[src/rtl/sp_pkg.sv]
// Shared pipeline types: architectural widths plus the writeback request and source encodings.
package sp_pkg;
   localparam int XLEN           = 32;
   localparam int REG_ADDR_WIDTH = 5;

   typedef struct packed {
      logic [REG_ADDR_WIDTH-1:0] addr;
      logic [XLEN-1:0]           data;
   } wb_req_t;

   typedef enum logic {WB_SRC_LSU, WB_SRC_ALU} wb_src_e;
endpackage

[src/rtl/wb_fifo.sv]
// Small FIFO of writeback requests: head visible combinationally the cycle after the push.
// No internal backpressure; the producer must gate push with full and pop with empty.
module wb_fifo
   import sp_pkg::*;
#(
   parameter int DEPTH = 2,
   localparam int W     = REG_ADDR_WIDTH + XLEN,
   localparam int PTR_W = (DEPTH > 1) ? $clog2(DEPTH) : 1,
   localparam int CNT_W = $clog2(DEPTH + 1)
) (
   input  logic             clk_i,
   input  logic             arst_ni,
   input  logic             push_i,
   input  logic [W-1:0]     wr_dat_i,
   input  logic             pop_i,
   output logic [W-1:0]     rd_dat_o,
   output logic             full_o,
   output logic             empty_o,
   output logic [CNT_W-1:0] cnt_o
);
   logic [W-1:0]     mem [DEPTH];
   logic [PTR_W-1:0] wr_ptr;
   logic [PTR_W-1:0] rd_ptr;
   logic [CNT_W-1:0] cnt;

   // DEPTH is a power of two, so pointers wrap by plain overflow.
   always_ff @(posedge clk_i or negedge arst_ni) begin
      if (!arst_ni) begin
         wr_ptr <= '0;
         rd_ptr <= '0;
         cnt    <= '0;
      end else begin
         if (push_i) wr_ptr <= wr_ptr + PTR_W'(1);
         if (pop_i)  rd_ptr <= rd_ptr + PTR_W'(1);
         case ({push_i, pop_i})
            2'b10:   cnt <= cnt + CNT_W'(1);
            2'b01:   cnt <= cnt - CNT_W'(1);
            default: cnt <= cnt;
         endcase
      end
   end

   always_ff @(posedge clk_i) begin
      if (push_i) mem[wr_ptr] <= wr_dat_i;
   end

   assign rd_dat_o = mem[rd_ptr];
   assign full_o   = (cnt == CNT_W'(DEPTH));
   assign empty_o  = (cnt == '0);
   assign cnt_o    = cnt;

`ifndef SYNTHESIS
   always @(posedge clk_i) begin
      if (arst_ni) begin
         assert (!(push_i && full_o && !pop_i)) else $error("wb_fifo: push while full");
         assert (!(pop_i && empty_o)) else $error("wb_fifo: pop while empty");
         assert ((DEPTH & (DEPTH - 1)) == 0 && DEPTH >= 2) else $error("wb_fifo: DEPTH not a power of two");
      end
   end
`endif
endmodule

[src/rtl/writeback_stage.sv]
// Merges ALU and LSU results onto the register-file write port; LSU write 1 cycle, ALU >= 2 cycles.
// LSU is stalled only while the ALU buffer is full; the ALU is never stalled (full forces a pop).
module writeback_stage
   import sp_pkg::*;
#(
   parameter int ALU_FIFO_DEPTH = 2
) (
   input  logic                                clk_i,
   input  logic                                arst_ni,
   input  logic                                alu_valid_i,
   output logic                                alu_ready_o,
   input  logic                                alu_wen_i,
   input  logic [REG_ADDR_WIDTH-1:0]           alu_rd_addr_i,
   input  logic [XLEN-1:0]                     alu_rd_data_i,
   input  logic                                lsu_valid_i,
   output logic                                lsu_ready_o,
   input  logic [REG_ADDR_WIDTH-1:0]           lsu_rd_addr_i,
   input  logic [XLEN-1:0]                     lsu_rd_data_i,
   output logic                                rd_en_o,
   output logic [REG_ADDR_WIDTH-1:0]           rd_addr_o,
   output logic [XLEN-1:0]                     rd_data_o,
   output logic [$clog2(ALU_FIFO_DEPTH+1)-1:0] alu_fifo_cnt_o
);
   wb_req_t fifo_head;
   wb_req_t alu_req;
   wb_req_t lsu_req;
   wb_req_t wr_req;
   wb_src_e wr_src;
   logic    wr_vld;
   logic    fifo_full;
   logic    fifo_empty;
   logic    fifo_push;
   logic    fifo_pop;

   assign alu_req = '{addr: alu_rd_addr_i, data: alu_rd_data_i};
   assign lsu_req = '{addr: lsu_rd_addr_i, data: lsu_rd_data_i};

   // LSU has priority, but a full buffer takes the port, so neither side can starve.
   always_comb begin
      wr_vld   = 1'b0;
      wr_src   = WB_SRC_LSU;
      fifo_pop = 1'b0;
      if (fifo_full) begin
         wr_vld   = 1'b1;
         wr_src   = WB_SRC_ALU;
         fifo_pop = 1'b1;
      end else if (lsu_valid_i) begin
         wr_vld = 1'b1;
         wr_src = WB_SRC_LSU;
      end else if (!fifo_empty) begin
         wr_vld   = 1'b1;
         wr_src   = WB_SRC_ALU;
         fifo_pop = 1'b1;
      end
   end

   assign lsu_ready_o = !fifo_full;
   assign alu_ready_o = !fifo_full || fifo_pop;
   assign fifo_push   = alu_valid_i && alu_ready_o && alu_wen_i;
   assign wr_req      = (wr_src == WB_SRC_ALU) ? fifo_head : lsu_req;

   wb_fifo #(.DEPTH(ALU_FIFO_DEPTH)) u_alu_fifo (
      .clk_i    (clk_i),
      .arst_ni  (arst_ni),
      .push_i   (fifo_push),
      .wr_dat_i (alu_req),
      .pop_i    (fifo_pop),
      .rd_dat_o (fifo_head),
      .full_o   (fifo_full),
      .empty_o  (fifo_empty),
      .cnt_o    (alu_fifo_cnt_o)
   );

   // Writes to x0 still consume their slot but never assert the enable.
   always_ff @(posedge clk_i or negedge arst_ni) begin
      if (!arst_ni) begin
         rd_en_o   <= 1'b0;
         rd_addr_o <= '0;
         rd_data_o <= '0;
      end else if (wr_vld) begin
         rd_en_o   <= |wr_req.addr;
         rd_addr_o <= wr_req.addr;
         rd_data_o <= wr_req.data;
      end else begin
         rd_en_o <= 1'b0;
      end
   end
endmodule
[config.mk]
export PLATFORM = sky130hd
export DESIGN_NAME = writeback_stage
export DESIGN_NICKNAME = d
export VERILOG_FILES = /design/src/rtl/sp_pkg.sv /design/src/rtl/wb_fifo.sv /design/src/rtl/writeback_stage.sv
export SDC_FILE = /design/constraint.sdc
export NUM_CORES = 1
export LEC_CHECK = 0
export ABC_CLOCK_PERIOD_IN_PS = 3000
export CORE_MARGIN = 5
export CORE_UTILIZATION = 49
export DETAILED_ROUTE_END_ITERATION = 7
export PLACE_DENSITY = 0.84
export SKIP_CTS_REPAIR_TIMING = 1
export SLEW_MARGIN = 15
export SYNTH_ARGS = -nofsm -noshare
export SYNTH_HDL_FRONTEND = slang
export SYNTH_HIERARCHICAL = 1
export SYNTH_SLANG_ARGS = --single-unit
[constraint.sdc]
create_clock -name clk_i -period 3 [get_ports clk_i]
set_input_delay 0.6 -clock clk_i [delete_from_list [all_inputs] [get_ports clk_i]]
set_output_delay 0.6 -clock clk_i [all_outputs]
set_load 0.005 [all_outputs]
# ---- Word-level counts from Yosys, hierarchy flattened
# Memory sizes are Yosys's and may differ from the RTL's.
# Cells that the tools add are included.
dict set report totals {
  output_inout_bits 42
  ram_bits 74
  word_cells 31
  inputBits 79
  mem_count 1
  register_bits 42
}
dict set report classes {
  muxes 10
  n_addsub 4
  eq_ne 3
  n_reduce_logical 7
}
# name depth word_bits rd rd_ports_with_merged_regs wr line
set mem_list {}
lappend mem_list {u_alu_fifo.mem 2 37 1 0 1 wb_fifo.sv:21} ;# logic [W-1:0] mem [DEPTH];
# op count
set op_table {}
lappend op_table {{2-to-1 mux 37 bit} 1}
lappend op_table {{2-to-1 mux 1 bit} 8}
lappend op_table {{OR reduction 5 bit} 1}
lappend op_table {{equality test 2 bit, second input constant} 2}
lappend op_table {{one-hot mux 2 bit (2 select lines)} 1}
lappend op_table {{adder 1 bit, second input constant} 2}
lappend op_table {{adder 2 x 1 -> 2 bit, second input constant} 1}
lappend op_table {{equality test 2 x 1 -> 1 bit, second input constant} 1}
lappend op_table {{logical AND 1 bit} 2}
lappend op_table {{zero test 2 bit} 1}
lappend op_table {{nonzero test 2 bit} 1}
lappend op_table {{subtractor 2 x 1 -> 2 bit, second input constant} 1}
lappend op_table {{zero test 1 bit} 1}
lappend op_table {{logical OR 1 bit} 1}

# ---- Depth between registers and ports, before layout
dict set report depth {
  word_depth 9
  depth_mapped 8
  depth_no_buf 6
}

# ---- Hierarchy
# The synthesis kept the hierarchy.
# module cells_each area_each_um2 seq_area_each_um2 n_inst
set by_module_without_submodules {}
lappend by_module_without_submodules {wb_fifo 131 2936.6 2322.2 1}
lappend by_module_without_submodules {writeback_stage 176 1873.0 950.9 1}

# ---- Worst setup path before layout
# OpenSTA, ideal clock, no wires.
dict set report synth_timing {
  path_kind {input-to-reg}
  from {input port alu_wen_i}
  to {memory u_alu_fifo/mem[0][0] (netlist bit), enable pin}
  path_buffers 0
  t_arrival_ps 2383
  slack_ps 185
  required_ps 2568
  path_stages 3
  setup_time_ps 432
  path_cell_list {and2_1 -> inv_1 -> nor2_1}
}
dict set report synth_via {
  elab_chain_len 3
}
# element line
set synth_lines {}
lappend synth_lines {{start, declared} writeback_stage.sv:12} ;# input logic alu_wen_i,
lappend synth_lines {{logical AND 1 bit} writeback_stage.sv:59} ;# assign fifo_push = alu_valid_i && alu_ready_o && alu_wen_i;
lappend synth_lines {{2-to-1 mux 1 bit} wb_fifo.sv:44} ;# if (push_i) mem[wr_ptr] <= wr_dat_i;
lappend synth_lines {{2-to-1 mux 1 bit (not written as such)} wb_fifo.sv:44}
lappend synth_lines {{end, declared} wb_fifo.sv:21}
# No other way between the ends.

# ---- Worst setup path in the final report
dict set report layout_timing {
  from {register u_alu_fifo.cnt[0] (netlist: u_alu_fifo/cnt_o[0])}
  to {output port lsu_ready_o}
}
dict set report layout_via {
  elab_chain_len 2
}
# element line
set layout_lines {}
lappend layout_lines {{start, declared} wb_fifo.sv:24} ;# logic [CNT_W-1:0] cnt;
lappend layout_lines {{start signal, assigned} wb_fifo.sv:36} ;# 2'b10: cnt <= cnt + CNT_W'(1);
lappend layout_lines {{start signal, assigned} wb_fifo.sv:37} ;# 2'b01: cnt <= cnt - CNT_W'(1);
lappend layout_lines {{start signal, assigned} wb_fifo.sv:38} ;# default: cnt <= cnt;
lappend layout_lines {{equality test 2 bit} wb_fifo.sv:48} ;# assign full_o = (cnt == CNT_W'(DEPTH));
lappend layout_lines {{net fifo_full} writeback_stage.sv:30} ;# logic fifo_full;
lappend layout_lines {{zero test 1 bit} writeback_stage.sv:57} ;# assign lsu_ready_o = !fifo_full;
lappend layout_lines {{end, declared} writeback_stage.sv:16} ;# output logic lsu_ready_o,
# The timed path passes the listed nets, and every way through them passes these cells.

==> flow_metrics.py <==
metrics = {
    "layout": {
        "fin_cells": 578,
        "fillers": 654,
        "final_nets": 512,
        "drive_gt1_share_pct": 24.04,
        "area_delta_synth_final_pct": 40.17,
        "antenna_cells": 0,
    },
    "sta": {
        "slew_headroom_pct": 53.38,
        "slew_viol_final": 0,
        "finalClockSkew_ns": 0.01249,
        "period_needed_ns": 2.509,
        "finalSetupViolCount": 0,
        "worstMarginPinSlew_ns": 0.6993,
        "rsz0062_at_grt": "false",
        "fmax_mhz": 398.5,
        "tns_ns": 0,
        "timing.final.crit_share_pct": 83.65,
        "hold_viol_final": 0,
    },
    "synthesis": {
        "yosysTopAreaCell": "edfxtp_1",
        "yosys_register_bits": 116,
        "syn_area_per_cell_um2": 15.67,
        "ys_warn_count": 6,
        "syn_inst": 307,
        "synth_top_area_share_pct": 46.20,
        "synth_nets": 387,
        "yosysSeqAreaShare_pct": 68.05,
        "synthTopCellsByArea": "edfxtp_1 (46%), dfrtp_1 (22%), mux2_4 (6.2%), a22oi_2 (5.2%), mux2_2 (4.0%)",
        "synth_cell_type_count": 25,
        "syn_area_mm2": 0.004810,
    },
    "worst_hold_path": {
        "hold_class": "in -> async",
    },
    "route": {
        "drt_first_iter_violations": 147,
        "first_pass_iters": 4,
        "routed_wl_mm": 10.80,
        "post-route-drc-count": 0,
        "vias_per_cell": 5.260,
        "vias": 3040,
        "wl_per_cell_um": 18.68,
        "antenna_left": 0,
    },
    "cts": {
        "clkSinkCount": 116,
        "ctsLongestPathBuffers": 2,
        "cts_tree": "built",
        "clk_transition_reported_paths_ns": 0.05,
        "htreeDepth": 4,
        "root_buffer": "clkbuf_8",
        "clock_latency_ns": 0.51,
        "numCtsBuffers": 17,
    },
    "global_routing": {
        "antenna_found_initial": 0,
        "grt_max_degree": 41,
        "grt_use_total_pct": 19.40,
        "grt_pass1_vias": 3389,
        "grt_overflow": 0,
        "grt_pass1_wl_mm": 16.99,
    },
    "floorplanning": {
        "core_region_area_mm2": 0.009684,
        "initial_core_util_pct": 49.66,
        "die-area_mm2": 0.01190,
        "rows": 36,
        "die_h_um": 109.1,
        "die_x_um": 109.1,
        "io_pins": 121,
    },
    "place": {
        "dp_cells": 546,
        "post-dp-hpwl_mm": 7.315,
        "gp_routability_congestion": 0.7381,
        "io_buffers": 119,
    },
    "critical_path": {
        "path_cells": "nor2b_4, inv_1, clkdlybuf4s50_1",
        "setup.worst_path.start_class": "flop",
        "critPathKind": "reg -> out",
        "crit_slowest_cell": "clkdlybuf4s50_1",
        "crit_family": "buffers and inverters",
        "arrival_ns": 1.91,
        "cp.required_ns": 2.40,
        "cp_max_fo": 13,
        "path_buf_inv": 2,
        "critPathMaxStageDelay_ns": 0.47,
        "endpoint_kind": "output port",
    },
    "status": {
        "outcome": "finished clean",
    },
    "flow_run": {
        "max_cap_violations": 0,
    },
    "pwr": {
        "vdd_drop_max_mv": 0.4925,
        "power_density_mw_per_mm2": 966.3,
        "total_leakage_power_uw": 0.002518,
    },
}
## state kept, by name (all words and copies together) (netlist names)
register and cells:
rd_data_o 32, rd_en_o 1, rd_addr_o 5, u_alu_fifo/wr_ptr 1, u_alu_fifo/rd_ptr 1, u_alu_fifo/mem 74, u_alu_fifo/cnt_o 2
## cells in the mapped netlist
cell type and instances:
nand2_1 38, mux2_2 17, nor2_1 3, o211ai_2 1, inv_1 2, conb_1 1
edfxtp_1 74, buf_2 4, o21ai_1 38, and2_1 2, a22oi_1 17, mux2_4 20
xnor2_1 2, or4_4 1, a22oi_2 20, nor2b_1 1, clkbuf_1 3, xor2_1 3
nor2b_2 1, ha_1 1, or4_1 1, buf_6 11, dfrtp_1 42, o21bai_4 1
buf_4 3
## through the flow
stage                     setup slack, ns  total power, µW  util [%]  hold WS, ns  area [µm²]
after global routing               0.3981             6852     69.61       0.1596        6741
after CTS                          0.4618             6587     69.61       0.1284        6741
after global placement             0.7109             4316     62.98       0.5027        6100
after floorplan                    0.1854             3484         -       0.3044        4810
final                              0.4906             6515     69.61       0.1405        6741
after detailed placement           0.6603             4403     62.98       0.5179        6100
## final timing paths
path                                            startpoint  depth (start not counted)  slack, ns                         endpoint
max                        u_alu_fifo/cnt_o[0]$_DFFE_PN0P_                          3       0.49                      lsu_ready_o
min                                                arst_ni                          1       0.14         rd_data_o[6]$_DFFE_PN0P_
max reg2reg                u_alu_fifo/cnt_o[0]$_DFFE_PN0P_                          6       0.87  u_alu_fifo/cnt_o[1]$_DFFE_PN0P_
min reg2reg                u_alu_fifo/cnt_o[1]$_DFFE_PN0P_                          1       0.53  u_alu_fifo/cnt_o[1]$_DFFE_PN0P_
max in group asynchronous                          arst_ni                          2       2.18        rd_data_o[13]$_DFFE_PN0P_
min in group clk_i         u_alu_fifo/cnt_o[1]$_DFFE_PN0P_                          1       0.53  u_alu_fifo/cnt_o[1]$_DFFE_PN0P_
## cell usage in the layout (no fill, tap or decap), drive strengths merged, types with 10 or more instances in the layout
cell / synthesis / routed
edfxtp: 74 / 74
o21ai: 38 / 38
mux2: 37 / 37
clkdlybuf4s50: 0 / 117
clkbuf: 3 / 17
buf: 18 / 10
nand2: 38 / 38
a22oi: 37 / 37
dfrtp: 42 / 42
## worst register-to-register path: cells and delay by family, from the launching register on
kind            cells  cell delay, ns
xor+xnor            1            0.16
flops               1            0.46
buf+inv             1            0.40
simple gates        2            0.49
compound gates      1            0.19
fa+ha+maj           1            0.35
## cell families after synthesis
logic type	Yosys count	share of synthesized area, %
compound gates	77	12.46
xor+xnor	5	0.9107
fa+ha+maj	1	0.2601
buf+inv	23	3.850
flops	116	68.05
mux	37	10.22
other cells	1	0.07797
simple gates	47	4.162
## routing by layer
metal	up-vias	share of wire, %	GRT usage [%]
met5	-	0	0
met3	18	6.1	6.335
met1	1502	38	21.87
met2	119	54	34.30
li1	1401	-	-
met4	0	1.8	6.943
## where the power goes
group	leakage, µW	internal, µW	switching [µW]	total [µW]
clock network	0.000309	1440	716	2150
logic	0.00103	1120	883	2000
registers	0.00118	2120	236	2360
total	0.00252	4680	1830	6510
## cell type report
class                      count  area, µm²  area share, %
multi-input combinational    168       1373          20.36
sequential                   116       3274          48.57
inverter                       2      7.507         0.1114
timing repair buffer         127       1279          18.97
clock buffer                  17      414.1          6.143
tap                          133      166.4          2.468
clock inverter                15      227.7          3.378
No activity file was read; power rests on OpenSTA's default activity.
